### config.mk
export PLATFORM = sky130hd
export DESIGN_NAME = seg_scan_driver
export DESIGN_NICKNAME = d
export VERILOG_FILES = /design/src/rtl/seg_scan_driver_pkg.sv /design/src/rtl/seg_pwm_slot.sv /design/src/rtl/seg_scan_driver.sv
export SDC_FILE = /design/constraint.sdc
export NUM_CORES = 1
export LEC_CHECK = 0
export BUFFER_PORTS_ARGS = -buffer_cell sky130_fd_sc_hd__buf_2
export CORE_ASPECT_RATIO = 0.75
export CORE_MARGIN = 2
export CORE_UTILIZATION = 35
export DETAILED_ROUTE_END_ITERATION = 10
export PLACE_DENSITY_LB_ADDON = 0.15
export SLEW_MARGIN = 20
export SYNTH_ARGS = -nofsm -noshare
export SYNTH_HDL_FRONTEND = slang
export SYNTH_SLANG_ARGS = --single-unit
### constraint.sdc
create_clock -name clk -period 8.1 [get_ports clk]
set_input_delay 0.405 -clock clk [delete_from_list [all_inputs] [get_ports clk]]
set_output_delay 0.405 -clock clk [all_outputs]
set_load 0.05 [all_outputs]
### src/rtl/seg_scan_driver_pkg.sv
// Shared display definitions: digit geometry, the blank segment pattern and the
// per-slot PWM state encoding.
package seg_scan_driver_pkg;

  localparam int unsigned NUM_DIGITS = 8;
  localparam int unsigned SEG_W      = 7;
  localparam int unsigned DIG_W      = $clog2(NUM_DIGITS);
  localparam int unsigned FRAME_W    = NUM_DIGITS * SEG_W;

  localparam logic [SEG_W-1:0] BLANK_SEG = 7'h7F;

  typedef enum logic [1:0] {
    BLANK = 2'd0,
    ON    = 2'd1,
    OFF   = 2'd2
  } slot_state_e;

  // Active-low one-hot anode pattern for a digit index.
  function automatic logic [NUM_DIGITS-1:0] anode_sel_n(input logic [DIG_W-1:0] digit);
    return ~(NUM_DIGITS'(1) << digit);
  endfunction

endpackage

### src/rtl/seg_pwm_slot.sv
// Per-digit slot timer: blanking window, brightness-scaled on-window, then off
// until the slot wraps.
module seg_pwm_slot
  import seg_scan_driver_pkg::*;
#(
  parameter int unsigned SLOT_CYCLES  = 6250,
  parameter int unsigned BLANK_CYCLES = 250
) (
  input  logic       clk,
  input  logic       rst_n,
  input  logic [2:0] brightness,
  output logic       slot_wrap_c,
  output logic       slot_start_c,
  output logic       on_window_c
);

  localparam int unsigned CNT_W = $clog2(SLOT_CYCLES);
  localparam int unsigned UNIT  = (SLOT_CYCLES - BLANK_CYCLES) >> 3;

  logic [CNT_W-1:0] slot_cnt_q, slot_cnt_d;
  logic [2:0]       bright_q;
  logic [CNT_W-1:0] on_len, on_last;
  slot_state_e      state_q, state_d;

  assign slot_wrap_c  = (slot_cnt_q == CNT_W'(SLOT_CYCLES - 1));
  assign slot_start_c = (slot_cnt_q == '0);
  assign on_window_c  = (state_q == ON);

  // Last slot_cnt value of the on-window for the brightness latched this slot.
  assign on_len  = CNT_W'(UNIT) * CNT_W'({1'b0, bright_q} + 4'd1);
  assign on_last = CNT_W'(BLANK_CYCLES) + on_len - CNT_W'(1);

  always_ff @(posedge clk or negedge rst_n) begin
    if (!rst_n) begin
      slot_cnt_q <= '0;
      state_q    <= BLANK;
      bright_q   <= 3'd7;
    end else begin
      slot_cnt_q <= slot_cnt_d;
      state_q    <= state_d;
      if (slot_start_c) begin
        bright_q <= brightness;
      end
    end
  end

  // Slot wrap takes priority so full brightness never visits OFF.
  always_comb begin
    slot_cnt_d = slot_cnt_q + CNT_W'(1);
    state_d    = state_q;
    if (slot_wrap_c) begin
      slot_cnt_d = '0;
    end
    case (state_q)
      BLANK: begin
        if (slot_cnt_q == CNT_W'(BLANK_CYCLES - 1)) begin
          state_d = ON;
        end
      end
      ON: begin
        if (slot_wrap_c) begin
          state_d = BLANK;
        end else if (slot_cnt_q == on_last) begin
          state_d = OFF;
        end
      end
      OFF: begin
        if (slot_wrap_c) begin
          state_d = BLANK;
        end
      end
      default: state_d = BLANK;
    endcase
  end

endmodule

### src/rtl/seg_scan_driver.sv
// Time-multiplexes a frame-snapshotted 8-digit segment vector onto one shared
// 7-segment bus with active-low digit enables.
module seg_scan_driver
  import seg_scan_driver_pkg::*;
#(
  parameter int unsigned SLOT_CYCLES  = 6250,
  parameter int unsigned BLANK_CYCLES = 250
) (
  input  logic                  clk,
  input  logic                  rst_n,
  input  logic [FRAME_W-1:0]    seg_in,
  input  logic                  en,
  input  logic [2:0]            brightness,
  output logic [SEG_W-1:0]      seg_n,
  output logic [NUM_DIGITS-1:0] an_n,
  output logic                  frame_start
);

  logic                                slot_wrap_c;
  logic                                slot_start_c;
  logic                                on_window_c;
  logic                                frame_load_c;
  logic [DIG_W-1:0]                    digit_q;
  logic [NUM_DIGITS-1:0][SEG_W-1:0]    frame_q;

  seg_pwm_slot #(
    .SLOT_CYCLES  (SLOT_CYCLES),
    .BLANK_CYCLES (BLANK_CYCLES)
  ) u_slot (
    .clk          (clk),
    .rst_n        (rst_n),
    .brightness   (brightness),
    .slot_wrap_c  (slot_wrap_c),
    .slot_start_c (slot_start_c),
    .on_window_c  (on_window_c)
  );

  assign frame_load_c = slot_start_c && (digit_q == '0);

  // Digit counter and whole-frame snapshot taken at the start of digit 0.
  always_ff @(posedge clk or negedge rst_n) begin
    if (!rst_n) begin
      digit_q <= '0;
      frame_q <= '1;
    end else begin
      if (slot_wrap_c) begin
        digit_q <= digit_q + DIG_W'(1);
      end
      if (frame_load_c) begin
        frame_q <= seg_in;
      end
    end
  end

  // Registered outputs; segments follow the on-window regardless of en.
  always_ff @(posedge clk or negedge rst_n) begin
    if (!rst_n) begin
      an_n        <= '1;
      seg_n       <= BLANK_SEG;
      frame_start <= 1'b0;
    end else begin
      an_n        <= (on_window_c && en) ? anode_sel_n(digit_q) : '1;
      seg_n       <= on_window_c ? frame_q[digit_q] : BLANK_SEG;
      frame_start <= frame_load_c;
    end
  end

endmodule

==> results.json, run 1 <==
{
  "outcome": "complete, no violations",
  "area_growth_pct": 16.7,
  "synthAdderAreaFrac": 0.0856,
  "met1_usage": 0.222,
  "maxSlewViolCount": 0,
  "crit_slowest_cell": "dfstp_2",
  "rows": 38,
  "routed_via_density": 4.84,
  "ys_ff_latch": 93,
  "crit_fanout": 8,
  "crit_cells": 17,
  "worst_slew_pin_slew_ns": 0.888,
  "layout-drive-gt1-share": 0.463,
  "antenna_found_initial": 1,
  "grt_first_pass_wirelength_mm": 18.4,
  "cts-resized-gates": 0,
  "syn_area_um2": 5230,
  "drtIter0Drc": 145,
  "place_area_um2": 5810,
  "ys_warn_count": 0,
  "skew_ns": 0.00677,
  "finalHoldViolations": 0,
  "cts_buffer_depth": 2,
  "grt-busiest-layer": "met1",
  "grt_pass1_vias": 3472,
  "synth_area_leaders": "dfstp_2, dfrtp_1, ha_1",
  "cts_root_buf": "clkbuf_16",
  "met3_usage": 0.0506,
  "ys_seq_area_frac": 0.463,
  "ys.flop_type": "dfstp_2",
  "muxShareOfSynthArea": 0.187,
  "peakVddDrop_uv": 98.2,
  "cp.arrival_ns": 4.96,
  "maxCapViolCount": 0,
  "synthCells": 425,
  "grt_max_degree": 72,
  "yosys.area_share.simple": 0.117,
  "fmaxAchievable_ghz": 0.211,
  "slowest_delay_ns": 0.62,
  "vias": 3403,
  "synth_top_family_by_area": "multiplexers",
  "synth-xor-area-share": 0.0648,
  "synth_cell_types": 56,
  "synth_area_per_cell_um2": 12.3,
  "drc": 0,
  "grtUsageTotal": 0.148,
  "rsz0062_at_grt": "no",
  "portBuffers": 77,
  "power_density_nw_per_um2": 194,
  "cp-end-kind": "flip-flop",
  "ant_nets": 0,
  "cts_num_sinks": 93,
  "coreArea_um2": 14500,
  "synth_top_cell_area_share": 0.372,
  "total_leakage_power_nw": 2.53,
  "boundaryPins": 78,
  "crit_family": "simple AND/OR/NAND/NOR gates",
  "fin_setup_tns_ns": 0,
  "worst_skew_pair.late_latency_ns": 0.34,
  "worst-path-buf-inv": 0,
  "async_flop_share": 1.00,
  "cp_cell_sequence": "ha_1 > xor2_1 > nor2b_1 > nor2_1 > ha_1 > or2_2 > fa_1 > ha_1 > a21oi_1 > o21ai_1 > or3_1 > and2_1 > xnor2_1 > nor3_1 > a22oi_2 > o22ai_2 > nor2b_4",
  "dieArea_um2": 15900,
  "place_congestion": 0.749,
  "htreeDepth": 3,
  "start_util": 0.359,
  "setup.worst_path.start_class": "flip-flop",
  "wl_per_cell_um": 15.7,
  "critical_path_class": "flip-flop to flip-flop",
  "cts_tree": "done",
  "final_common_cell": "buf_2",
  "period_needed_ns": 4.73,
  "cts_inserted_buffers": 9,
  "fin_area_um2": 6100,
  "gr-usage-met2": 0.209,
  "max_slew_margin": 0.408,
  "rrSetupSlack_ns": 3.37,
  "synth_edf_count": 0,
  "dpl.hpwl_mm": 8.10,
  "hold_path_depth": 2,
  "ff2ff_path_depth": 17,
  "totalWireLength_mm": 11.0,
  "worst_ep_required_time_ns": 8.33,
  "gr-total-overflow": 0,
  "fin_crit_sh": 0.584,
  "cts_setup_buffers": 0,
  "n_antenna_cell": 0,
  "firstDrtPassIters": 4,
  "syn_nets": 521,
  "setup_viol": 0,
  "die_h_um": 110,
  "nFillCells": 1421,
  "nNetsFinal": 594,
  "cts.clk_slew.worst_paths_ns": 0.07,
  "synth_compound_area_frac": 0.0507,
  "crit_top_cell": "ha_1",
  "final_cell_mix": "buf_2, dfstp_2, nand2_1, ha_1, mux2_2",
  "synth_top_cell_by_area": "dfstp_2",
  "die_w_um": 145,
  "hold_class": "input port to flip-flop"
}
-- Yosys cell counts (2+ instances only) --
cell type and count:
dfstp_2 74, nand2_1 36, dfrtp_1 19, clkbuf_1 12
o211ai_1 3, buf_4 3, mux2_1 29, buf_2 4
and3_1 2, or2_2 2, nor4b_1 2, nor4_1 2
xor2_1 15, xnor2_1 20, nand4_1 8, mux2_2 30
o21ai_0 3, and2_1 2, a21o_1 3, mux4_2 14
nor3b_2 3, nand3_1 18, nor2b_1 6, or3_1 4
o21ai_1 3, ha_1 31, inv_1 20, fa_1 3
nor2_1 14, o21a_1 2, a21oi_1 6, nor3_1 8
-- kinds of logic after synthesis --
logic type,after synthesis
AOI/OAI and AO/OA,34
xor gates and xnor gates,37
adders and majority gates,34
buffers and inverters,40
DFF,93
muxes,73
and+or+nand+nor,114
-- where the power goes --
group	internal (W)	switching [W]	total [W]	leakage [nW]
Sequential	0.000492	0.00000864	0.000501	1.03
Combinational	0.000138	0.000153	0.000291	1.37
Clock	0.000217	0.000177	0.000394	0.136
Total	0.000847	0.000338	0.00119	2.53
-- final timing paths --
| path | startpoint | endpoint |
|---|---|---|
| worst max-delay path | u_slot.bright_q[0]$_DFFE_PN1P_ | u_slot.state_q[1]$_DFFE_PN0P_ |
| worst min-delay path | seg_in[42] | frame_q[42]$_DFFE_PN1P_ |
| worst max register to register | u_slot.bright_q[0]$_DFFE_PN1P_ | u_slot.state_q[1]$_DFFE_PN0P_ |
| worst min register to register | u_slot.slot_cnt_q[7]$_DFF_PN0_ | u_slot.slot_cnt_q[7]$_DFF_PN0_ |
| max in group asynchronous | rst_n | u_slot.slot_cnt_q[1]$_DFF_PN0_ |
| min in group asynchronous | rst_n | frame_start$_DFF_PN0_ |
-- registers in the layout, indices dropped and copies added (netlist names) --
| signal | flops |
|---|---|
| an_n | 8 |
| digit_q | 3 |
| frame_q | 56 |
| frame_start | 1 |
| seg_n | 7 |
| u_slot.bright_q | 3 |
| u_slot.slot_cnt_q | 13 |
| u_slot.state_q | 2 |
-- final cells by class --
cell class / count / area [um2] / share of cell area
clock buffer: 11 / 243 / 0.0398
clock inverter: 5 / 35.0 / 0.00574
inverter: 21 / 78.8 / 0.0129
multi-input combinational: 292 / 2650 / 0.435
sequential: 93 / 2420 / 0.397
tap: 200 / 250 / 0.0410
timing repair buffer: 81 / 420 / 0.0689
-- layer usage --
metal,vias up,wire length [um]
met2,60,4610
li1,1651,-
met1,1679,5760
met3,11,589
met4,2,63
met5,-,7
-- metrics by stage --
stage	cells	hold WS, ns	total power [W]	setup slack, ns	utilization
4_1_cts	703	0.271	0.00120	3.39	0.419
2_1_floorplan	425	0.109	0.000730	3.75	-
3_3_place_gp	686	0.302	0.000794	3.54	0.399
5_1_grt	703	0.267	0.00126	2.93	0.419
6_report	703	0.282	0.00119	3.37	0.419
3_5_place_dp	686	0.310	0.000798	3.41	0.399
-- timing repair --
action,CTS,global route
endpoints found under the hold margin,8,0
hold buffers,1,0
endpoints found under the setup margin,0,0
Note: power is estimated with default switching activity, not from simulation.
==> inputs of run 2 (changes only) <==
==> constraint.sdc (replaced) <==
create_clock -name clk -period 4.4 [get_ports clk]
set_input_delay 0.22 -clock clk [delete_from_list [all_inputs] [get_ports clk]]
set_output_delay 0.22 -clock clk [all_outputs]
set_load 0.05 [all_outputs]
==> run 2 against run 1 <==
  * Maximum frequency rose by 11%
  * Combinational power rose by 140%
  * Clock-buffer cell count unchanged
  * Final cell count grew 2.1%
  * Routed wire length up 2.9%
  * Largest cell class unchanged
  * Largest power group unchanged
==> results.json, run 2 (synthesis gave the netlist of run 1 again) <==
{
  "portBuffers": 77,
  "setup.worst_path.start_class": "flip-flop",
  "final_common_cell": "buf_2",
  "final_cell_mix": "buf_2, dfstp_2, nand2_1, mux2_2, mux2_1",
  "antenna_found_initial": 0,
  "vias": 3432,
  "maxSlewViolCount": 0,
  "fin_cells": 718,
  "ant_nets": 0,
  "totalPowerFinal_w": 0.00248,
  "worst_slew_pin_slew_ns": 0.844,
  "place_congestion": 0.810,
  "coreArea_um2": 14500,
  "cts_num_sinks": 93,
  "worst_skew_pair.late_latency_ns": 0.34,
  "cts_root_buf": "clkbuf_16",
  "routed_via_density": 4.78,
  "crit_fanout": 6,
  "nFillCells": 1391,
  "cts_inserted_buffers": 9,
  "rrSetupSlack_ns": 0.13,
  "p_seq_frac": 0.371,
  "switching_share": 0.278,
  "cts.clk_slew.worst_paths_ns": 0.07,
  "holdPathEnd": "frame_q[42]$_DFFE_PN1P_",
  "top_regs": "frame_q x56, u_slot.slot_cnt_q x13, an_n x8",
  "drc": 0,
  "drtIter0Drc": 105,
  "dieArea_um2": 15900,
  "boundaryPins": 78,
  "grt_pass1_vias": 3426,
  "layout-drive-gt1-share": 0.539,
  "comb_power_share": 0.286,
  "rows": 38,
  "die_w_um": 145,
  "grtUsageTotal": 0.142,
  "rr_startpoint": "u_slot.bright_q[0]$_DFFE_PN1P_",
  "cts_tree": "done",
  "ff2ff_path_depth": 18,
  "finalHoldViolations": 0,
  "min-delay-start": "seg_in[42]",
  "largest_register_ffs": 56,
  "cts_buffer_depth": 2,
  "placed_cells": 697,
  "max_slew_margin": 0.437,
  "peakVddDrop_uv": 194,
  "totalWireLength_mm": 11.4,
  "outcome": "complete, no violations",
  "setup_viol": 0,
  "period_needed_ns": 4.27,
  "cp-end-kind": "flip-flop",
  "fin_crit_sh": 0.972,
  "power_density_nw_per_um2": 381,
  "hold_path_depth": 2,
  "fmaxAchievable_ghz": 0.234,
  "finish.utilization": 0.447,
  "maxCapViolCount": 0,
  "nNetsFinal": 609,
  "skew_ns": 0.00979,
  "wl_per_cell_um": 15.8,
  "p_int_w": 0.00179,
  "dpl.hpwl_mm": 8.12,
  "gr-total-overflow": 0,
  "reg2reg_to": "u_slot.state_q[1]$_DFFE_PN0P_",
  "power_switching_w": 0.000690,
  "grt_max_degree": 60,
  "hold_class": "input port to flip-flop",
  "place_area_um2": 5890,
  "fin_area_um2": 6500,
  "pwr-share-clk": 0.343,
  "n_antenna_cell": 0,
  "cp.arrival_ns": 4.50,
  "total_leakage_power_nw": 2.69,
  "htreeDepth": 3,
  "firstDrtPassIters": 4,
  "grt_first_pass_wirelength_mm": 17.9,
  "top_register": "frame_q",
  "start_util": 0.359,
  "die_h_um": 110,
  "critical_path_class": "flip-flop to flip-flop",
  "worst_ep_required_time_ns": 4.62,
  "area_growth_pct": 24.4
}
[run 2: cell types whose count changed in the layout (fill, tap and decap cells not counted), sizes merged]
| cell | delta |
|---|---|
| inv | -1 |
| clkinvlp | -1 |
| bufinv | +2 |
| buf | +15 |
[run 2: what timing repair did]
action                     4_1_cts  5_1_grt
setup buffers                    0        4
hold buffers                     1        0
pin swaps                        0       18
hold endpoints to repair        11        0
gates resized for setup          1       44
setup endpoints to repair        1        2
[run 2: cell type report]
class                           count  area, um2  area share
Clock buffer                       11        253      0.0389
Clock inverter                      5       82.6      0.0127
Inverter                           21       78.8      0.0121
Multi-Input combinational cell    292       2890       0.444
Sequential cell                    93       2420       0.372
Tap cell                          200        250      0.0385
Timing Repair Buffer               96        533      0.0819
[run 2: critical path, cell delays in order (launching register included)]
cell and delay, ns:
dfstp_2 0.61, ha_4 0.16, xor2_2 0.07, buf_4 0.15, a21oi_2 0.12, nor2_2 0.07, ha_1 0.16, or2_2 0.31
fa_2 0.64, ha_4 0.23, a21oi_4 0.23, a211oi_4 0.12, or3_4 0.36, a32oi_2 0.22, o22ai_2 0.09, xor2_1 0.18
a22oi_2 0.22, o22ai_2 0.08, nor2b_4 0.12
[run 2: how the worst max path moves through the flow]
stage / depth (start not counted) / end / from / slack, ns
2_1_floorplan: 17 / u_slot.state_q[1]$_DFFE_PN0P_ / u_slot.bright_q[0]$_DFFE_PN1P_ / 0.05
3_3_place_gp: 17 / u_slot.state_q[1]$_DFFE_PN0P_ / u_slot.bright_q[0]$_DFFE_PN1P_ / 0.12
3_5_place_dp: 17 / u_slot.state_q[0]$_DFFE_PN0P_ / u_slot.bright_q[0]$_DFFE_PN1P_ / 0.01
4_1_cts: 17 / u_slot.state_q[1]$_DFFE_PN0P_ / u_slot.bright_q[0]$_DFFE_PN1P_ / 0.02
5_1_grt: 18 / u_slot.state_q[1]$_DFFE_PN0P_ / u_slot.bright_q[0]$_DFFE_PN1P_ / -0.09
6_report: 18 / u_slot.state_q[1]$_DFFE_PN0P_ / u_slot.bright_q[0]$_DFFE_PN1P_ / 0.13
[run 2: stage by stage]
stage / worst slack, ns / hold WS [ns] / setup TNS, ns
finish: 0.125 / 0.0950 / 0
global route: -0.0873 / 0.0924 / -0.163
CTS: 0.0185 / 0.0833 / 0
detailed placement: 0.0121 / 0.336 / 0
global placement: 0.115 / 0.324 / 0
floorplan: 0.0471 / -0.0756 / 0
[run 2: power by group through the flow]
stage	Clock (W)	Combinational, W	Sequential (W)
6_report	0.000849	0.000709	0.000920
2_1_floorplan	0	0.000415	0.000928
3_5_place_dp	0	0.000567	0.000933
5_1_grt	0.000910	0.000776	0.000924
3_3_place_gp	0	0.000562	0.000931
4_1_cts	0.000879	0.000573	0.000920
[run 2: metal layers]
layer,up-vias,wire length (um),share of wire,GRT usage
met3,7,430,0.038,0.0361
met5,-,0,0,0
li1,1676,-,-,-
met1,1692,5920,0.52,0.215
met2,57,4940,0.44,0.205
met4,0,63,0.0055,0.0315
